==> src/rtl/memory_stage.sv <==
// Memory pipeline stage: EX/MEM register, data-memory access FSM, load alignment and
// extension, store strobe generation, and stall/exception signalling toward writeback.
module memory_stage #(
    parameter int TIMEOUT = 255
) (
    input  logic        clk,
    input  logic        rst,
    input  logic        RegWriteE,
    input  logic [1:0]  ResultSrcE,
    input  logic        MemWriteE,
    input  logic [2:0]  Funct3E,
    input  logic [31:0] ALUResultE,
    input  logic [31:0] WriteDataE,
    input  logic [4:0]  RdE,
    input  logic [31:0] PCPlus4E,
    output logic        dmem_req_valid,
    input  logic        dmem_req_ready,
    output logic [31:0] dmem_addr,
    output logic        dmem_we,
    output logic [3:0]  dmem_wstrb,
    output logic [31:0] dmem_wdata,
    input  logic        dmem_rvalid,
    input  logic [31:0] dmem_rdata,
    output logic        StallM,
    output logic        RegWriteM,
    output logic [1:0]  ResultSrcM,
    output logic [31:0] ALUResultM,
    output logic [31:0] ReadDataM,
    output logic [4:0]  RdM,
    output logic [31:0] PCPlus4M,
    output logic        ExcM,
    output logic        o_dbg_state
);
    localparam int CW = $clog2(TIMEOUT + 1);

    typedef enum logic {ACCESS = 1'b0, WAIT_RSP = 1'b1} state_t;

    state_t        r_state;
    state_t        w_next_state;
    logic [CW-1:0] r_cnt;
    logic          w_cnt_clr;
    logic          w_load_done;

    logic        r_reg_write;
    logic [1:0]  r_result_src;
    logic        r_mem_write;
    logic [2:0]  r_funct3;
    logic [31:0] r_alu_result;
    logic [31:0] r_write_data;
    logic [4:0]  r_rd;
    logic [31:0] r_pc_plus4;

    logic        w_is_load;
    logic        w_mem_op;
    logic        w_bad;
    logic [1:0]  w_lane;
    logic [31:0] w_shift;
    logic [7:0]  w_byte;
    logic [15:0] w_half;
    logic [31:0] w_fmt;

    always_ff @(posedge clk) begin
        if (rst) begin
            r_state      <= ACCESS;
            r_cnt        <= '0;
            r_reg_write  <= 1'b0;
            r_result_src <= 2'b00;
            r_mem_write  <= 1'b0;
            r_funct3     <= 3'b000;
            r_alu_result <= 32'h0;
            r_write_data <= 32'h0;
            r_rd         <= 5'h0;
            r_pc_plus4   <= 32'h0;
        end else begin
            r_state <= w_next_state;
            if (w_cnt_clr)
                r_cnt <= '0;
            else if (r_state == WAIT_RSP)
                r_cnt <= r_cnt + CW'(1);
            if (!StallM) begin
                r_reg_write  <= RegWriteE;
                r_result_src <= ResultSrcE;
                r_mem_write  <= MemWriteE;
                r_funct3     <= Funct3E;
                r_alu_result <= ALUResultE;
                r_write_data <= WriteDataE;
                r_rd         <= RdE;
                r_pc_plus4   <= PCPlus4E;
            end
        end
    end

    assign w_is_load = (r_result_src == 2'b01);
    assign w_mem_op  = r_mem_write | w_is_load;
    assign w_lane    = r_alu_result[1:0];
    assign w_bad     = (r_funct3 == 3'b011) || (r_funct3 == 3'b110) || (r_funct3 == 3'b111)
                     || ((r_funct3[1:0] == 2'b01) && w_lane[0])
                     || ((r_funct3[1:0] == 2'b10) && (w_lane != 2'b00));

    // Store wins if both store and load-select are set; a load only sees ready once.
    always_comb begin
        w_next_state   = r_state;
        StallM         = 1'b0;
        ExcM           = 1'b0;
        dmem_req_valid = 1'b0;
        w_cnt_clr      = 1'b0;
        w_load_done    = 1'b0;
        case (r_state)
            ACCESS: begin
                if (w_mem_op) begin
                    if (w_bad) begin
                        ExcM = 1'b1;
                    end else begin
                        dmem_req_valid = 1'b1;
                        if (r_mem_write) begin
                            StallM = ~dmem_req_ready;
                        end else begin
                            StallM = 1'b1;
                            if (dmem_req_ready) begin
                                w_next_state = WAIT_RSP;
                                w_cnt_clr    = 1'b1;
                            end
                        end
                    end
                end
            end
            WAIT_RSP: begin
                if (dmem_rvalid) begin
                    w_load_done  = 1'b1;
                    w_next_state = ACCESS;
                end else if (r_cnt == CW'(TIMEOUT)) begin
                    ExcM         = 1'b1;
                    w_next_state = ACCESS;
                end else begin
                    StallM = 1'b1;
                end
            end
            default: w_next_state = ACCESS;
        endcase
    end

    assign w_shift = dmem_rdata >> {w_lane, 3'b000};
    assign w_byte  = w_shift[7:0];
    assign w_half  = w_lane[1] ? dmem_rdata[31:16] : dmem_rdata[15:0];

    always_comb begin
        w_fmt = 32'h0;
        case (r_funct3)
            3'b000:  w_fmt = {{24{w_byte[7]}}, w_byte};
            3'b001:  w_fmt = {{16{w_half[15]}}, w_half};
            3'b010:  w_fmt = dmem_rdata;
            3'b100:  w_fmt = {24'h0, w_byte};
            3'b101:  w_fmt = {16'h0, w_half};
            default: w_fmt = 32'h0;
        endcase
    end

    always_comb begin
        dmem_wstrb = 4'b0000;
        dmem_wdata = r_write_data;
        case (r_funct3[1:0])
            2'b00: begin
                dmem_wstrb = 4'b0001 << w_lane;
                dmem_wdata = {4{r_write_data[7:0]}};
            end
            2'b01: begin
                dmem_wstrb = w_lane[1] ? 4'b1100 : 4'b0011;
                dmem_wdata = {2{r_write_data[15:0]}};
            end
            2'b10:   dmem_wstrb = 4'b1111;
            default: dmem_wstrb = 4'b0000;
        endcase
        if (!r_mem_write || w_bad)
            dmem_wstrb = 4'b0000;
    end

    assign dmem_addr   = {r_alu_result[31:2], 2'b00};
    assign dmem_we     = r_mem_write;
    assign RegWriteM   = r_reg_write & ~StallM & ~ExcM;
    assign ResultSrcM  = r_result_src;
    assign ALUResultM  = r_alu_result;
    assign ReadDataM   = w_load_done ? w_fmt : 32'h0;
    assign RdM         = r_rd;
    assign PCPlus4M    = r_pc_plus4;
    assign o_dbg_state = r_state;
endmodule

==> config.mk <==
export PLATFORM = sky130hd
export DESIGN_NAME = memory_stage
export DESIGN_NICKNAME = d
export VERILOG_FILES = /design/src/rtl/memory_stage.sv
export SDC_FILE = /design/constraint.sdc
export NUM_CORES = 1
export LEC_CHECK = 0
export CORE_MARGIN = 4
export CORE_UTILIZATION = 41
export CTS_BUF_LIST = sky130_fd_sc_hd__clkbuf_8
export CTS_CLUSTER_SIZE = 14
export DETAILED_ROUTE_END_ITERATION = 12
export HOLD_SLACK_MARGIN = 0.15
export PLACE_DENSITY = 0.8
export SYNTH_ARGS = -nofsm -noshare
export SYNTH_HDL_FRONTEND = slang
export SYNTH_SLANG_ARGS = --single-unit
==> constraint.sdc <==
create_clock -name clk -period 3.04 [get_ports clk]
set_input_delay 0.608 -clock clk [delete_from_list [all_inputs] [get_ports clk]]
set_output_delay 0.608 -clock clk [all_outputs]
set_load 0.1 [all_outputs]
==> metrics.md <==
| Metric | Value |
|---|---|
| Outcome | `completed` |
| Remaining DRCs | `0` |
| Leakage Power | `4.668 nW` |
| Hold slack | `0.4600 ns` |
| Largest family of logic cells by synthesized area | `multiplexers` |
| Mapped Cells | `between 700 and 800` |
| Unrepaired setup endpoints after global routing | `no` |
| Post-synth top area share | `38.38%` |
| Fin crit period | `around 2.9 ns` |
| Fill cells | `1098` |
| CP max FO | `12` |
| Critical path endpoint category | `primary output` |
| Synth warn | `0` |
| Post-synth ARST share | `0%` |
| Count leader, synth | `nand2_1` |
| Mapped Area | `slightly above 0.006 mm²` |
| Primary FF master, synth | `dfxtp_1` |
| Simple-Gate Fraction of Synth Area | `between 10% and 20%` |
| Max-cap violation count | `0` |
| TritonCTS Sinks | `117` |
| Post-CTS Setup Inserts | `0` |
| Initial antenna violation count | `0` |
| Slew Viols, Final | `0` |
| Num CTS Buffers | `17` |
| Worst-margin pin slew | `~0.59 ns` |
| Top-level port count | `~320` |
| Hold depth | `2` |
| GRT Total Usage | `between 20% and 30%` |
| Number of synthesized flops with an enable pin | `0` |
| Clk Latency, worst-skew pair | `roughly 0.43 ns` |
| HPWL after DPL | `around 15 mm` |
| Grt ovf | `0` |
| CTS root buf | `clkbuf_8` |
| Die X | `~130 µm` |
| Antenna-violating nets left | `0` |
| Setup ws final | `~0.17 ns` |
| Row count | `44` |
| Area growth, synth to finish | `67.46%` |
| Clk buf depth | `2` |
| Final period util | `around 95%` |
| Ranking of synthesized cells by area | `dfxtp_1, mux2i_1, nand2_1, buf_4, mux2_2` |
| Fraction of layout cells with a size suffix above 1 | `29.84%` |
| Worst EP required | `roughly 2.4 ns` |
| TritonRoute pass-1 iters | `4` |
| Clock-pin slew on the worst setup and hold paths | `~0.070 ns` |
| Mux cell area share after synthesis | `roughly a quarter` |
| Sequential share of the synthesized area | `a little under two fifths` |
| Die height | `between 100 and 150 µm` |
| Vias in the first global route | `~5.8k` |
| Avg Cell Area, Syn | `roughly 8.5 µm²` |
| # port buffers | `318` |
| Final nets | `between 1k and 1.5k` |
| Hold Vio Cnt, Final | `0` |
| Sequential power share | `between 20% and 30%` |
| FMAX | `0.3479 GHz` |
| Net Sw Frac | `roughly half` |
| Wire per inst | `around 17 µm` |
| Top cells by count, synth | `nand2_1, mux2i_1, dfxtp_1` |
| Pre-CTS setup slack | `~0.17 ns` |
| Arrival @ worst endpoint | `about 2.3 ns` |
| Initial DRC count | `about 320` |
| CTS HTree Levels | `4` |
| Reg2reg path depth | `6` |
| Largest net degree at the start of global routing | `between 60 and 70` |
| CTS Hold Bufs | `0` |
| Total wire length | `a little under 20 mm` |
| First-pass GRT wire length | `around 30 mm` |
| Unique cell type count in the Yosys netlist | `47` |
| Crit path kind | `in -> out` |
| Power per cell area | `a little over 800 mW/mm²` |
| Antenna Cells | `0` |
| Combinational Power Share | `between 50% and 60%` |
| Hold crit path type | `reg -> reg` |
| Slew headroom | `between 60% and 70%` |
| Die area | `roughly 0.017 mm²` |
| Core area | `0.01453 mm²` |
| Area share of xor/xnor cells in the synthesized design | `1.005%` |
| Yosys top cell by area | `dfxtp_1` |
| Cell Int Power | `4.012 mW` |
| Vias per cell | `5.038` |
| Clock skew | `about 0.012 ns` |
| TritonCTS clock tree | `done` |
| Via count | `~6k` |
| Initial Util | `41.99%` |
| Area share of fa/ha/maj cells after synthesis | `less than 1%` |
| Clk pwr share | `between 10% and 20%` |
| Final setup violation count | `0` |
| Compound-Gate Fraction of Synth Area | `slightly below 7%` |
| Worst ir drop on vdd | `~0.00054 V` |
| Gpl congestion | `0.8165` |
| Sw Pwr | `around 4.3 mW` |
| Startpoint types | `input port` |
| Synth Register Bits | `about 120` |
## final timing paths
kind	startpoint	to	slack, ns
min	r_write_data[16]	r_write_data[16]	0.46
min reg2reg	r_write_data[16]	r_write_data[16]	0.46
max	dmem_rdata[31]	ReadDataM[20]	0.17
max reg2reg	r_cnt[0]	RdM[3]	1.00
## routing by layer
| layer | up-vias | share of wire (%) | GRT usage [%] |
|---|---|---|---|
| li1 | 2884 | - | - |
| met1 | 2805 | 39 | 26.57 |
| met2 | 210 | 50 | 37.55 |
| met3 | 26 | 9.1 | 8.801 |
| met4 | 0 | 1.7 | 7.090 |
| met5 | - | 0 | 0 |
## power groups by stage
stage,Combinational (mW),Sequential [mW],Clock (mW)
finish,4.89,1.99,1.43
global route,5.04,2.03,1.53
CTS,4.91,1.99,1.47
detailed placement,4.90,2.02,0
global placement,4.87,2.01,0
floorplan,2.59,3.08,0
## cell type report
type | count | area (µm²) | share of cell area (%)
clock buffers | 18 | 247.7 | 2.424
clock inverters | 12 | 138.9 | 1.359
inverters | 6 | 27.53 | 0.2694
multi-input cells | 503 | 3461 | 33.87
flip-flops and latches | 117 | 2357 | 23.07
well taps | 184 | 230.2 | 2.253
repair buffers | 336 | 3756 | 36.76
## critical path, cell delays in order
cell and delay (ns):
clkdlybuf4s50_1 0.53, mux2_2 0.18, nor2_1 0.04, a211o_1 0.33
buf_12 0.19, a21oi_2 0.18, buf_12 0.19
## registers in the layout, summed over array words and instances (netlist names)
name	count
ALUResultM	32
PCPlus4M	32
RdM	5
ResultSrcM	2
dmem_we	1
o_dbg_state	1
r_cnt	8
r_funct3	3
r_reg_write	1
r_write_data	32
## cell usage in the layout, fill, tap and decap left out, drive strengths merged, types with 12 or more instances in the layout
master	n
a21oi	25
clkbuf	18
nor2	20
clkdlybuf4s50	143
buf	193
dfxtp	117
o21ai	12
nand2	243
mux2i	119
mux2	17
## logic make-up after synthesis
family          count (synthesis)
mux                           143
other cells                     1
buf+inv                        99
fa+ha+maj                       1
flops                         117
xor+xnor                        7
compound gates                 63
simple gates                  287
## what timing repair did
action / in CTS / in global routing
endpoints found under the hold margin: 0 / 0
setup endpoints to repair: 0 / 6
resized for setup: 0 / 3
## through the flow
stage          util (%)  cells  setup TNS [ns]  power (mW)  area (µm²)
2_1_floorplan         -    719         -0.7797       5.674        6364
3_3_place_gp      67.62   1146               0       6.881        9828
3_5_place_dp      67.62   1146               0       6.921        9828
4_1_cts           70.28   1176               0       8.367       10210
5_1_grt           70.31   1176               0       8.593       10220
6_report          70.31   1176               0       8.314       10220
Note: power is estimated with default switching activity, not from simulation.
==> patch, RTL diff (same settings) <==
`TIMEOUT`: 255 -> 510.
--- a/src/rtl/memory_stage.sv
+++ b/src/rtl/memory_stage.sv
@@ -1,7 +1,7 @@
 // Memory pipeline stage: EX/MEM register, data-memory access FSM, load alignment and
 // extension, store strobe generation, and stall/exception signalling toward writeback.
 module memory_stage #(
-    parameter int TIMEOUT = 255
+    parameter int TIMEOUT = 510
 ) (
     input  logic        clk,
     input  logic        rst,
Function: same outputs for any inputs over 4 cycles, from zero or initial values and one cycle with rst high; that may be too few to reach the edited logic, so the function may still have changed.
==> patch against the original RTL <==
Global-route usage fell by 0.11 points; critical path depth stayed put; die area is 0.87% higher; clock skew increased by 0.0065 ns; power grew 2.1%; cell count is 0.77% higher; worst setup slack better by 0.0044 ns; clock power grew 10%; routed wire length rose by 1.0%; cell area grew 0.94%; area after synthesis grew 0.92%; sequential cell count up 1.
==> patch: results (changes against the original RTL) <==
| Metric | Value |
|---|---|
| Count leader, synth | nand2_1 |
| Status | finished clean |
| Nonclk buf count | 337 (+0.30%) |
| Multi-input gates | 508 (+0.99%) |
| Crit-path max FO | 16 (+4) |
| Area of the multi-input gates | 0.00349 mm^2 (+0.90%) |
| Post-layout nets | 1,135 (+0.80%) |
| Post-Route Skew | 0.0180 ns (+0.00645 ns) |
| Distinct cells, synth | 48 (+2.1%) |
| Async S/R FF share, synth | 0 (unchanged) |
| Seq area share | 0.230 (-0.000455) |
| Worst IR Drop VDD | 0.570 mV (+5.8%) |
| Sequential fraction of the synthesis area | 0.384 (about the same) |
| Vias per inst | 4.94 (-2.0%) |
| Synth area leaders | dfxtp_1 (38%), mux2i_1 (19%), nand2_1 (15%), buf_4 (4.9%), mux2_2 (3.1%) |
| Design area | 0.0103 mm^2 (+0.94%) |
| Switch Pwr | 4.37 mW (+1.6%) |
| Final-layout non-clock buffer area share | 0.364 (-0.00392) |
| Aggregate global-route resource usage | 0.223 (-0.00109) |
| Post-CTS resize count | 0 (unchanged) |
| First-pass GRT wire length | 30,000 um (-0.28%) |
| Flops & latches, synth | 118 (+0.85%) |
| Synth Area in Compound Gates | 0.0693 (+0.000591) |
| WL per Instance | 16.8 um (+0.26%) |
| Pleak | 4.69 nW (+0.52%) |
| Placed cells | 1,154 (+0.70%) |
| PortBufs | 318 (unchanged) |
| Pre-antenna DRT Iters | 4 (unchanged) |
| Detail Placement HPWL | 14,900 um (+0.13%) |
| Clock Root Buffer | clkbuf_8 |
| Critical Path AT | 2.26 ns |
| Post-synthesis mux area share | 0.248 (-0.00393) |
| Vias in the first global route | 5,834 (+1.1%) |
| Post-Synthesis Mean Instance Area | 8.49 um^2 (about the same) |
| Clk. pwr | 1.58 mW (+10%) |
| Hold Startpoint | r_write_data[22]$_SDFFE_PP0N_ |
| Placed Area | 0.00988 mm^2 (+0.52%) |
| First DRT Iteration DRCs | 363 (+14%) |
| Clock power frac | 0.186 (+0.014) |
| Routed wire length | 19,900 um (+1.0%) |
| Startpoint of the worst register-to-register path | r_funct3[0]$_SDFFE_PP0N_ |
| Share of cells above drive strength 1 | 0.298 (-0.000685) |
| Clock network area share | 0.0422 (+0.00438) |
| Post-synth top cells | nand2_1 (244), dfxtp_1 (118), mux2i_1 (118), buf_4 (40), clkbuf_1 (34) |
| Number of fill cells in the layout | 1,090 (-0.73%) |
| Largest net degree at the start of global routing | 88 (+38%) |
| Adder-cell share of the synthesized area | 0.00406 (+0.00201) |
| Signal inverters | 7 (+1) |
| Post-Synth XOR/XNOR Area | 0.0114 (+0.00133) |
| Slew HR | 0.569 (-0.0325) |
| Pre-CTS WS | 0.173 ns (-0.00208 ns) |
| GPL Wtd Cong | 0.817 (+0.11%) |
-- patch: per-layer routing --
| layer | wire length [um] | global-route usage | vias up | share of wire |
|---|---|---|---|---|
| met5 | 0 | 0 | - | 0 |
| met4 | 548 | 0.0920 | 0 | 0.028 |
| met3 | 1670 | 0.0740 | 36 | 0.084 |
| met2 | 9770 | 0.369 | 213 | 0.49 |
| met1 | 7890 | 0.268 | 2689 | 0.40 |
| li1 | - | - | 2914 | - |
-- patch: path summary, 6_finish.rpt --
check / to / slack (ns) / cells after the start
hold reg to reg: r_write_data[22]$_SDFFE_PP0N_ / 0.46 / 2
hold / removal: r_write_data[22]$_SDFFE_PP0N_ / 0.46 / 2
setup reg to reg: ResultSrcM[0]$_SDFFE_PP0N_ / 0.74 / 7
setup / recovery: ReadDataM[16] / 0.17 / 7
-- patch: critical path: stages --
cell and delay (ns):
clkdlybuf4s50_1 0.54, mux2_2 0.19, nor2_1 0.04, a211o_1 0.30, buf_12 0.18, a21oi_2 0.19, buf_12 0.20
